--- src/rtl/adder_pkg.sv ---
// Shared types and helpers for the pipelined adder: segment adder selection and segment sizing.
package adder_pkg;

    typedef enum logic {
        ARCH_RCA,
        ARCH_CLA
    } arch_e;

    function automatic int unsigned seg_width(input int unsigned n, input int unsigned s);
        return n / s;
    endfunction

endpackage

--- src/rtl/adder_seg.sv ---
// W-bit combinational segment adder; ripple-carry or parallel-prefix lookahead chosen by ARCH.
module adder_seg
    import adder_pkg::*;
#(
    parameter int unsigned W    = 8,
    parameter arch_e       ARCH = ARCH_CLA
) (
    input  logic [W-1:0] a_i,
    input  logic [W-1:0] b_i,
    input  logic         c_i,
    output logic [W-1:0] s_o,
    output logic         c_o
);

    logic [W-1:0] p;
    logic [W-1:0] g;
    logic [W:0]   c;

    assign p = a_i ^ b_i;
    assign g = a_i & b_i;

    if (ARCH == ARCH_RCA) begin : g_rca
        always_comb begin
            c    = '0;
            c[0] = c_i;
            for (int unsigned i = 0; i < W; i++) begin
                c[i+1] = g[i] | (p[i] & c[i]);
            end
        end
    end else begin : g_cla
        logic [W-1:0] gp;
        logic [W-1:0] pp;

        // Kogge-Stone prefix; walking i downward keeps each level's inputs unmodified
        always_comb begin
            gp = g;
            pp = p;
            for (int unsigned d = 1; d < W; d = d * 2) begin
                for (int unsigned i = W - 1; i >= d; i--) begin
                    gp[i] = gp[i] | (pp[i] & gp[i-d]);
                    pp[i] = pp[i] & pp[i-d];
                end
            end
        end

        always_comb begin
            c    = '0;
            c[0] = c_i;
            for (int unsigned i = 0; i < W; i++) begin
                c[i+1] = gp[i] | (pp[i] & c_i);
            end
        end
    end

    assign s_o = p ^ c[W-1:0];
    assign c_o = c[W];

endmodule

--- src/rtl/adder_pipe.sv ---
// Pipelined N-bit add/subtract: S carry segments, one per stage, with operand skew and
// result deskew so every segment of a beat leaves together. Whole-pipe stall on backpressure.
module adder_pipe
    import adder_pkg::*;
#(
    parameter int unsigned N    = 32,
    parameter int unsigned S    = 4,
    parameter string       ARCH = "CLA"
) (
    input  logic         clk,
    input  logic         rst,
    input  logic         in_valid,
    output logic         in_ready,
    input  logic         sub,
    input  logic [N-1:0] a,
    input  logic [N-1:0] b,
    input  logic         ci,
    output logic         out_valid,
    input  logic         out_ready,
    output logic [N-1:0] s,
    output logic         co,
    output logic         ovf
);

    localparam int unsigned W        = seg_width(N, S);
    localparam arch_e       ARCH_SEL = (ARCH == "RCA") ? ARCH_RCA : ARCH_CLA;

    if (S == 0 || S > N || (N % S) != 0) begin : g_bad_cfg
        $error("adder_pipe: N must be a multiple of S with 1 <= S <= N");
    end

    logic         advance;
    logic [N-1:0] bx;
    logic         c0;
    logic [S-1:0] vld_q;
    logic [S-1:0] vld_d;
    logic [S-1:0] carry;

    assign advance   = ~vld_q[S-1] | out_ready;
    assign in_ready  = advance;
    assign out_valid = vld_q[S-1];
    assign co        = carry[S-1];

    always_comb begin
        bx = sub ? ~b : b;
        c0 = sub | ci;
    end

    always_comb begin
        vld_d = vld_q;
        if (advance) begin
            vld_d[0] = in_valid;
            for (int unsigned i = 1; i < S; i++) begin
                vld_d[i] = vld_q[i-1];
            end
        end
    end

    always_ff @(posedge clk or posedge rst) begin
        if (rst) begin
            vld_q <= '0;
        end else begin
            vld_q <= vld_d;
        end
    end

    for (genvar k = 0; k < S; k++) begin : g_seg
        logic [W-1:0] opa;
        logic [W-1:0] opb;
        logic [W-1:0] sum;
        logic         cin;
        logic         cout;
        logic         c_q;
        logic [W-1:0] r_q [S-k];

        if (k == 0) begin : g_head
            assign opa = a[W-1:0];
            assign opb = bx[W-1:0];
            assign cin = c0;
        end else begin : g_skew
            // Segment k operands wait k cycles for the carry to reach them
            logic [W-1:0] a_sk_q [k];
            logic [W-1:0] b_sk_q [k];

            always_ff @(posedge clk or posedge rst) begin
                if (rst) begin
                    for (int unsigned d = 0; d < k; d++) begin
                        a_sk_q[d] <= '0;
                        b_sk_q[d] <= '0;
                    end
                end else if (advance) begin
                    a_sk_q[0] <= a[k*W +: W];
                    b_sk_q[0] <= bx[k*W +: W];
                    for (int unsigned d = 1; d < k; d++) begin
                        a_sk_q[d] <= a_sk_q[d-1];
                        b_sk_q[d] <= b_sk_q[d-1];
                    end
                end
            end

            assign opa = a_sk_q[k-1];
            assign opb = b_sk_q[k-1];
            assign cin = carry[k-1];
        end

        adder_seg #(
            .W    (W),
            .ARCH (ARCH_SEL)
        ) u_seg (
            .a_i (opa),
            .b_i (opb),
            .c_i (cin),
            .s_o (sum),
            .c_o (cout)
        );

        always_ff @(posedge clk or posedge rst) begin
            if (rst) begin
                c_q <= 1'b0;
                for (int unsigned d = 0; d < S - k; d++) begin
                    r_q[d] <= '0;
                end
            end else if (advance) begin
                c_q    <= cout;
                r_q[0] <= sum;
                for (int unsigned d = 1; d < S - k; d++) begin
                    r_q[d] <= r_q[d-1];
                end
            end
        end

        assign carry[k]     = c_q;
        assign s[k*W +: W]  = r_q[S-k-1];

        if (k == S - 1) begin : g_flags
            logic ovf_q;

            always_ff @(posedge clk or posedge rst) begin
                if (rst) begin
                    ovf_q <= 1'b0;
                end else if (advance) begin
                    ovf_q <= (opa[W-1] == opb[W-1]) & (sum[W-1] != opa[W-1]);
                end
            end

            assign ovf = ovf_q;
        end
    end

endmodule

--- config.mk ---
export PLATFORM = sky130hd
export DESIGN_NAME = adder_pipe
export DESIGN_NICKNAME = d
export VERILOG_FILES = /design/src/rtl/adder_pkg.sv /design/src/rtl/adder_seg.sv /design/src/rtl/adder_pipe.sv
export SDC_FILE = /design/constraint.sdc
export NUM_CORES = 1
export LEC_CHECK = 0
export BUFFER_PORTS_ARGS = -buffer_cell sky130_fd_sc_hd__buf_2
export CAP_MARGIN = 20
export CORE_ASPECT_RATIO = 0.7
export CORE_MARGIN = 1.5
export CORE_UTILIZATION = 31
export DETAILED_ROUTE_END_ITERATION = 8
export PLACE_DENSITY = 0.52
export SLEW_MARGIN = 25
export SYNTH_ARGS = -nofsm -noshare
export SYNTH_HDL_FRONTEND = slang
export SYNTH_HIERARCHICAL = 1
export SYNTH_SLANG_ARGS = --single-unit
--- constraint.sdc ---
create_clock -name clk -period 7.15 [get_ports clk]
set_input_delay 0.715 -clock clk [delete_from_list [all_inputs] [get_ports clk]]
set_output_delay 0.715 -clock clk [all_outputs]
set_load 0.005 [all_outputs]
==> summary.md, run 1 <==
| Metric | Value |
|---|---|
| Status | `finished, final reports clean` |
| Clk slew on worst S/H paths | `0.07 ns` |
| Post-synth EDFFs | `0` |
| Cts hold-fix bufs | `0` |
| Post-route cell area | `10,400 um^2` |
| CTS tree | `done` |
| Power Density | `465 nW/um^2` |
| Commonest cells post-synth | `dfrtp_1 (185), mux2_4 (137), mux2_2 (46), xor2_1 (44), ha_1 (32)` |
| Chip Width | `209 um` |
| First-pass GRT wire length | `27.2 mm` |
| Worst EP arrival | `3.10 ns` |
| Max incr delay on CP | `0.45 ns` |
| F_max | `360 MHz` |
| Hold Crit Class | `in -> async` |
| Final Max Tran Viols | `0` |
| Die Footprint | `30,700 um^2` |
| Sw Share | `0.305` |
| Critical path, cell by cell | `buf_2 -> buf_4 -> xor2_1 -> ha_1 -> a21oi_2 -> o2111ai_2 -> a221o_1 -> a21o_1 -> mux2_4` |
| WS Path Type | `in -> reg` |
| Warnings from Yosys | `6` |
| GRT overflow | `0` |
| Slew headroom | `0.406` |
| Synth area leaders | `dfrtp_1 (50%), mux2_4 (22%), mux2_2 (5.6%), ha_1 (4.4%), xor2_1 (4.2%)` |
| Flops & latches, synth | `185` |
| DP HPWL | `10.8 mm` |
| Area leader, netlist | `dfrtp_1` |
| Initial DRT Pass Iterations | `4` |
| Buf/Inv on CP | `2` |
| Synth top area share | `0.504` |
| Routed wire length per instance | `15.3 um` |
| Async S/R FF share, synth | `1.00` |
| PostCTS Resize Cnt | `0` |
| Syn_nets | `707` |
| Core box area | `29,000 um^2` |
| DP Area | `9810 um^2` |
| Starting Density | `0.316` |
| Die H | `147 um` |
| Synthesized instance count | `601` |
| P_sw | `1.48 mW` |
| Clock period minus worst slack | `2.78 ns` |
| Syn Area/Cell | `15.3 um^2` |
| Post-synthesis adder-cell area fraction | `0.0524` |
| Power Internal | `3.38 mW` |
| P&R area growth vs syn | `13.8%` |
| DR vias | `4,759` |
| Seq/Total Area, Yosys | `0.504` |
| Static leakage | `5.03 nW` |
| CTS sink cnt | `185` |
| Post-CTS setup buffers | `0` |
| Final net count | `786` |
| Crit. End Element | `flip-flop` |
| WL final | `16.5 mm` |
| Port Buf Inserts | `105` |
| Root buffer cell | `clkbuf_16` |
| Hold Vio Cnt, Final | `0` |
| Final TNS setup | `0 ns` |
| Row Count | `52` |
| Final cell utilization of the core | `0.360` |
| Vias in the first global route | `5,009` |
| Proportion of synthesized area in mux cells | `0.281` |
| Placer congestion estimate | `0.713` |
| Clock share of power | `0.201` |
| RSZ-0062 raised after global routing | `no` |
| Critical-path maximum fanout | `33` |
| Simple-gate portion of the synthesized area | `0.0267` |
| Measured slew at the worst slew-check pin | `0.891 ns` |
| CTS buffer count | `17` |
| IO Pins | `106` |
| DRC viols | `0` |
| Part of the power in combinational logic | `0.426` |
| Peak VDD IR | `0.196 mV` |
| XOR/XNOR share of the synthesized area | `0.0534` |
| Crit path launch type | `primary input` |
| Fillers | `2,824` |
| Cell with the most instances after synthesis | `dfrtp_1` |
| Clk_lat worst skew | `0.44 ns` |
| Hold WS | `0.423 ns` |
| Final setup viols | `0` |
| Clk_skew | `0.00908 ns` |
| Fraction of layout cells with a size suffix above 1 | `0.491` |
| Total GRT Usage | `0.115` |
| Largest family of logic cells by synthesized area | `multiplexers` |
| Vias per Instance | `4.44` |
| Final period util | `0.389` |
| Clock Tree Buf Depth | `2` |
| Post-synthesis compound-gate area fraction | `0.0356` |
| Htree depth | `4` |
| Post-Syn Area | `9180 um^2` |
| Max-cap violation count | `0` |
| Sequential power share | `0.373` |
| Initial antenna violation count | `1` |
| Synth unique cells | `32` |
| Crit-path slowest cell | `buf_4` |
| Critical Path RT | `7.47 ns` |
| Final ANT Viol Nets | `0` |
| Worst Setup SP | `sub` |
| Largest net degree at the start of global routing | `142` |
| Reg2Reg Launch Point | `vld_q[3]` |
| CP delay by family, top | `compound AO/OA/AOI/OAI gates` |
| Iter 0 DRT Violations | `220` |
| Ys flop type | `dfrtp_1` |
## flip-flops by register name (all words and copies together), names as in the netlist
register,count
g_seg.opb,16
s,24
g_seg.g_skew.b_sk_q,32
g_seg.g_skew.a_sk_q,32
g_seg.r_q,56
co,1
vld_q,4
g_seg.opa,16
ovf,1
g_seg.c_q,3
## area by class of cell
class,instances,area [um^2],share of cell area
flip-flops and latches,185,4630,0.443
multi-input cells,362,4120,0.394
repair buffers,109,588,0.0563
clock buffers,21,480,0.0460
well taps,378,473,0.0453
clock inverters,11,130,0.0125
inverters,5,26.3,0.00251
diodes,1,2.50,0.000240
## cells in the final DEF (no fill, tap or decap), types with 2 or more instances in the layout
cell / synthesis / final
ha_1: 32 / 32
xor2_1: 44 / 44
o41ai_1: 4 / 4
dfrtp_1: 185 / 185
clkbuf_8: 0 / 4
a21oi_1: 8 / 8
mux2_4: 137 / 137
mux2_2: 46 / 46
o211ai_1: 4 / 4
fa_1: 4 / 4
a21o_1: 8 / 8
o21ai_0: 4 / 4
clkbuf_16: 0 / 17
nor2_1: 16 / 16
nand2_1: 4 / 4
buf_2: 8 / 105
bufinv_16: 0 / 2
nand3_1: 8 / 8
xnor2_1: 12 / 12
and3_1: 4 / 4
a221o_1: 4 / 4
buf_4: 24 / 2
and2b_2: 4 / 4
o2111ai_2: 4 / 4
clkinv_2: 0 / 2
inv_6: 0 / 5
inv_1: 5 / 4
a21oi_2: 4 / 4
nor3_1: 4 / 4
## path summary, 6_finish.rpt
path,endpoint,slack (ns),cells past startpoint
max in group asynchronous,g_seg[2].c_q,5.26,3
max,g_seg[0].c_q,4.37,9
min,s[8],0.42,2
min in group clk,vld_q[3],0.47,1
max reg2reg,g_seg[2].g_skew.b_sk_q[12],4.52,4
min reg2reg,vld_q[3],0.47,1
## power groups by stage
stage / Clock (mW) / Combinational, mW / Sequential (mW)
2_1_floorplan: 0 / 1.85 / 1.74
3_3_place_gp: 0 / 2.06 / 1.84
3_5_place_dp: 0 / 2.09 / 1.84
4_1_cts: 1.02 / 2.10 / 1.82
5_1_grt: 1.06 / 2.28 / 1.88
6_report: 0.974 / 2.07 / 1.81
## cells by family (layout without fill, tap and decap cells)
kind of cell             after synthesis  count (layout)
AO/OA/AOI/OAI                         41              41
flip-flops                           185             185
AND/OR/NAND/NOR                       46              46
buffers and inverters                 54             146
multiplexers                         183             183
XOR/XNOR                              56              56
adder cells (fa/ha/maj)               36              36
other                                  0               1
## metrics by stage
step	instances	total power [mW]	setup WS, ns
detailed placement	1038	3.93	3.87
global route	1071	5.22	4.23
CTS	1070	4.94	4.36
finish	1072	4.85	4.37
global placement	1038	3.90	3.96
floorplan	601	3.59	1.41
## routing by layer
metal	vias up	track usage	part of all wire
li1	2263	-	-
met4	0	0.0518	0.017
met3	19	0.0351	0.041
met5	-	0	0
met1	2398	0.168	0.52
met2	79	0.156	0.42
(Power assumes the default switching activity.)
==> run 2: changes to the inputs <==
Settings changed: ABC_AREA from default to 1.
Clock period 7.15 ns to 2.83 ns, I/O delays scaled along.
==> summary.md, run 2 <==
| Metric | Value |
|---|---|
| Hold Vio Cnt, Final | `0` |
| Vias per Instance | `4.17` |
| Commonest non-fill, non-tap cell in the layout | `nand2_1` |
| Core box area | `29,000 um^2` |
| Die H | `147 um` |
| Clock period minus worst slack | `1.80 ns` |
| Largest family of logic cells by synthesized area | `simple AND/OR/NAND/NOR gates` |
| Initial DRT Pass Iterations | `4` |
| Proportion of synthesized area in mux cells | `0` |
| GRT overflow | `0` |
| Synth unique cells | `22` |
| Flops & latches, synth | `185` |
| DRC viols | `0` |
| Critical-path maximum fanout | `61` |
| Port Buf Inserts | `105` |
| Total GRT Usage | `0.133` |
| Synth top area share | `0.505` |
| CTS buffer count | `17` |
| Vias in the first global route | `6,381` |
| Worst slack, placed | `0.691 ns` |
| Critical path, cell by cell | `inv_1 -> nor2_4 -> inv_6 -> buf_2` |
| Routed wire length per instance | `12.1 um` |
| Syn Area/Cell | `8.17 um^2` |
| Power Density | `1070 nW/um^2` |
| PostCTS Resize Cnt | `0` |
| Number of antenna diodes | `0` |
| Final setup viols | `0` |
| Warnings from Yosys | `6` |
| Final net count | `1,295` |
| CTS sink cnt | `185` |
| Total power draw | `11.2 mW` |
| Hold Crit Class | `in -> reg` |
| Area leader, netlist | `dfrtp_1` |
| DR vias | `6,587` |
| RSZ-0062 raised after global routing | `no` |
| Largest Register | `g_seg.r_q` |
| Seq/Total Area, Yosys | `0.505` |
| Final period util | `0.637` |
| WS Path Type | `reg -> out` |
| CTS tree | `done` |
| IO Pins | `106` |
| Placed cell count | `1,547` |
| WL final | `19.2 mm` |
| Root buffer cell | `clkbuf_16` |
| F_max | `555 MHz` |
| Max incr delay on CP | `0.38 ns` |
| Placer congestion estimate | `0.849` |
| Fraction of layout cells with a size suffix above 1 | `0.144` |
| Syn_nets | `1,228` |
| Critical Path RT | `2.55 ns` |
| Static leakage | `5.76 nW` |
| Most frequent cells in the layout | `nand2_1 (531), dfrtp_1 (185), inv_1 (107)` |
| Die Footprint | `30,600 um^2` |
| Fin cells | `1,580` |
| Slew headroom | `0.471` |
| Clk_skew | `0.0130 ns` |
| P&R area growth vs syn | `13.7%` |
| Final ANT Viol Nets | `0` |
| DP HPWL | `12.7 mm` |
| Initial antenna violation count | `0` |
| Max reg flops | `56` |
| Hold WS | `0.0317 ns` |
| Commonest cells post-synth | `nand2_1 (531), dfrtp_1 (185), inv_1 (108), buf_4 (49)` |
| Worst EP arrival | `1.52 ns` |
| Clock Tree Buf Depth | `2` |
| Post-synthesis compound-gate area fraction | `0.0574` |
| Async S/R FF share, synth | `1.00` |
| Iter 0 DRT Violations | `377` |
| Top flop regs | `g_seg.r_q (56), g_seg.g_skew.a_sk_q (32), g_seg.g_skew.b_sk_q (32)` |
| First-pass GRT wire length | `32.4 mm` |
| Post-Syn Area | `9170 um^2` |
| Crit path launch type | `flip-flop` |
| Status | `finished, final reports clean` |
| Synth area leaders | `dfrtp_1 (50%), nand2_1 (22%), inv_1 (4.4%), ha_1 (4.4%), xor2_1 (4.2%)` |
| Final Max Tran Viols | `0` |
| XOR/XNOR share of the synthesized area | `0.0420` |
| Starting Density | `0.316` |
| Max-cap violation count | `0` |
| Final TNS setup | `0 ns` |
| Measured slew at the worst slew-check pin | `0.793 ns` |
| Simple-gate portion of the synthesized area | `0.243` |
| Crit-path slowest cell | `dfrtp_1` |
| Ys flop type | `dfrtp_1` |
| Crit. End Element | `output port` |
| Clk slew on worst S/H paths | `0.07 ns` |
| Fillers | `3,044` |
| Htree depth | `4` |
| Peak VDD IR | `0.457 mV` |
| Clk_lat worst skew | `0.44 ns` |
| Synthesized instance count | `1,122` |
| Final WS setup | `1.03 ns` |
| Row Count | `52` |
| Post-synth EDFFs | `0` |
| Cell with the most instances after synthesis | `nand2_1` |
| Post-synthesis adder-cell area fraction | `0.0524` |
| Largest net degree at the start of global routing | `185` |
| Chip Width | `209 um` |
run 2: kinds of logic (layout without fill, tap and decap cells):
group | after synthesis | after routing
buf+inv | 182 | 262
xor+xnor | 44 | 44
simple gates | 575 | 575
compound gates | 100 | 100
flops | 185 | 185
fa+ha+maj | 36 | 36
run 2: stage by stage:
step | area [um^2] | utilization
final | 10400 | 0.359
after global routing | 10400 | 0.359
after CTS | 10400 | 0.359
after detailed placement | 9830 | 0.339
after global placement | 9830 | 0.339
after floorplan | 9170 | -
run 2: critical path, delay by kind of cell (launching register included):
kind | cells | cell delay [ns]
buffers and inverters | 3 | 0.63
flip-flops | 1 | 0.38
AND/OR/NAND/NOR | 1 | 0.06
run 2: routing by layer:
layer  global-route usage  up-vias  routed length (um)
met3               0.0336       14                 699
met1                0.200     2973               10500
met2                0.185       83                7710
li1                     -     3517                   -
met4               0.0438        0                 238
met5                    0        -                   0
run 2: worst paths after layout:
kind | start | endpoint | slack (ns) | cells past startpoint
hold reg to reg | g_seg[1].r_q[8] | s[8] | 0.46 | 2
max in group asynchronous | rst | g_seg[3].g_skew.b_sk_q[16] | 1.63 | 4
setup reg to reg | g_seg[3].opa[2] | ovf | 1.13 | 14
hold / removal | a[9] | g_seg[1].g_skew.a_sk_q[1] | 0.03 | 3
setup / recovery | vld_q[3] | in_ready | 1.03 | 4
min in group asynchronous | rst | g_seg[2].g_skew.b_sk_q[14] | 0.50 | 3
run 2: timing repair:
action / in CTS / in global routing
endpoints found under the setup margin: 0 / 0
setup buffers: 0 / 0
hold buffers: 1 / 0
endpoints found under the hold margin: 20 / 0
run 2: layout make-up:
type / instances / area (um^2) / share of cell area
Clock buffer: 19 / 453 / 0.0435
Clock inverter: 13 / 129 / 0.0124
Inverter: 114 / 437 / 0.0419
Multi-Input combinational cell: 755 / 3620 / 0.347
Sequential cell: 185 / 4630 / 0.444
Tap cell: 378 / 473 / 0.0454
Timing Repair Buffer: 116 / 686 / 0.0658
run 2: report_power, final:
group	leakage, nW	internal, mW	switching [mW]
combinational	3.21	1.65	2.77
sequential	2.25	3.80	0.573
clock	0.287	1.21	1.15
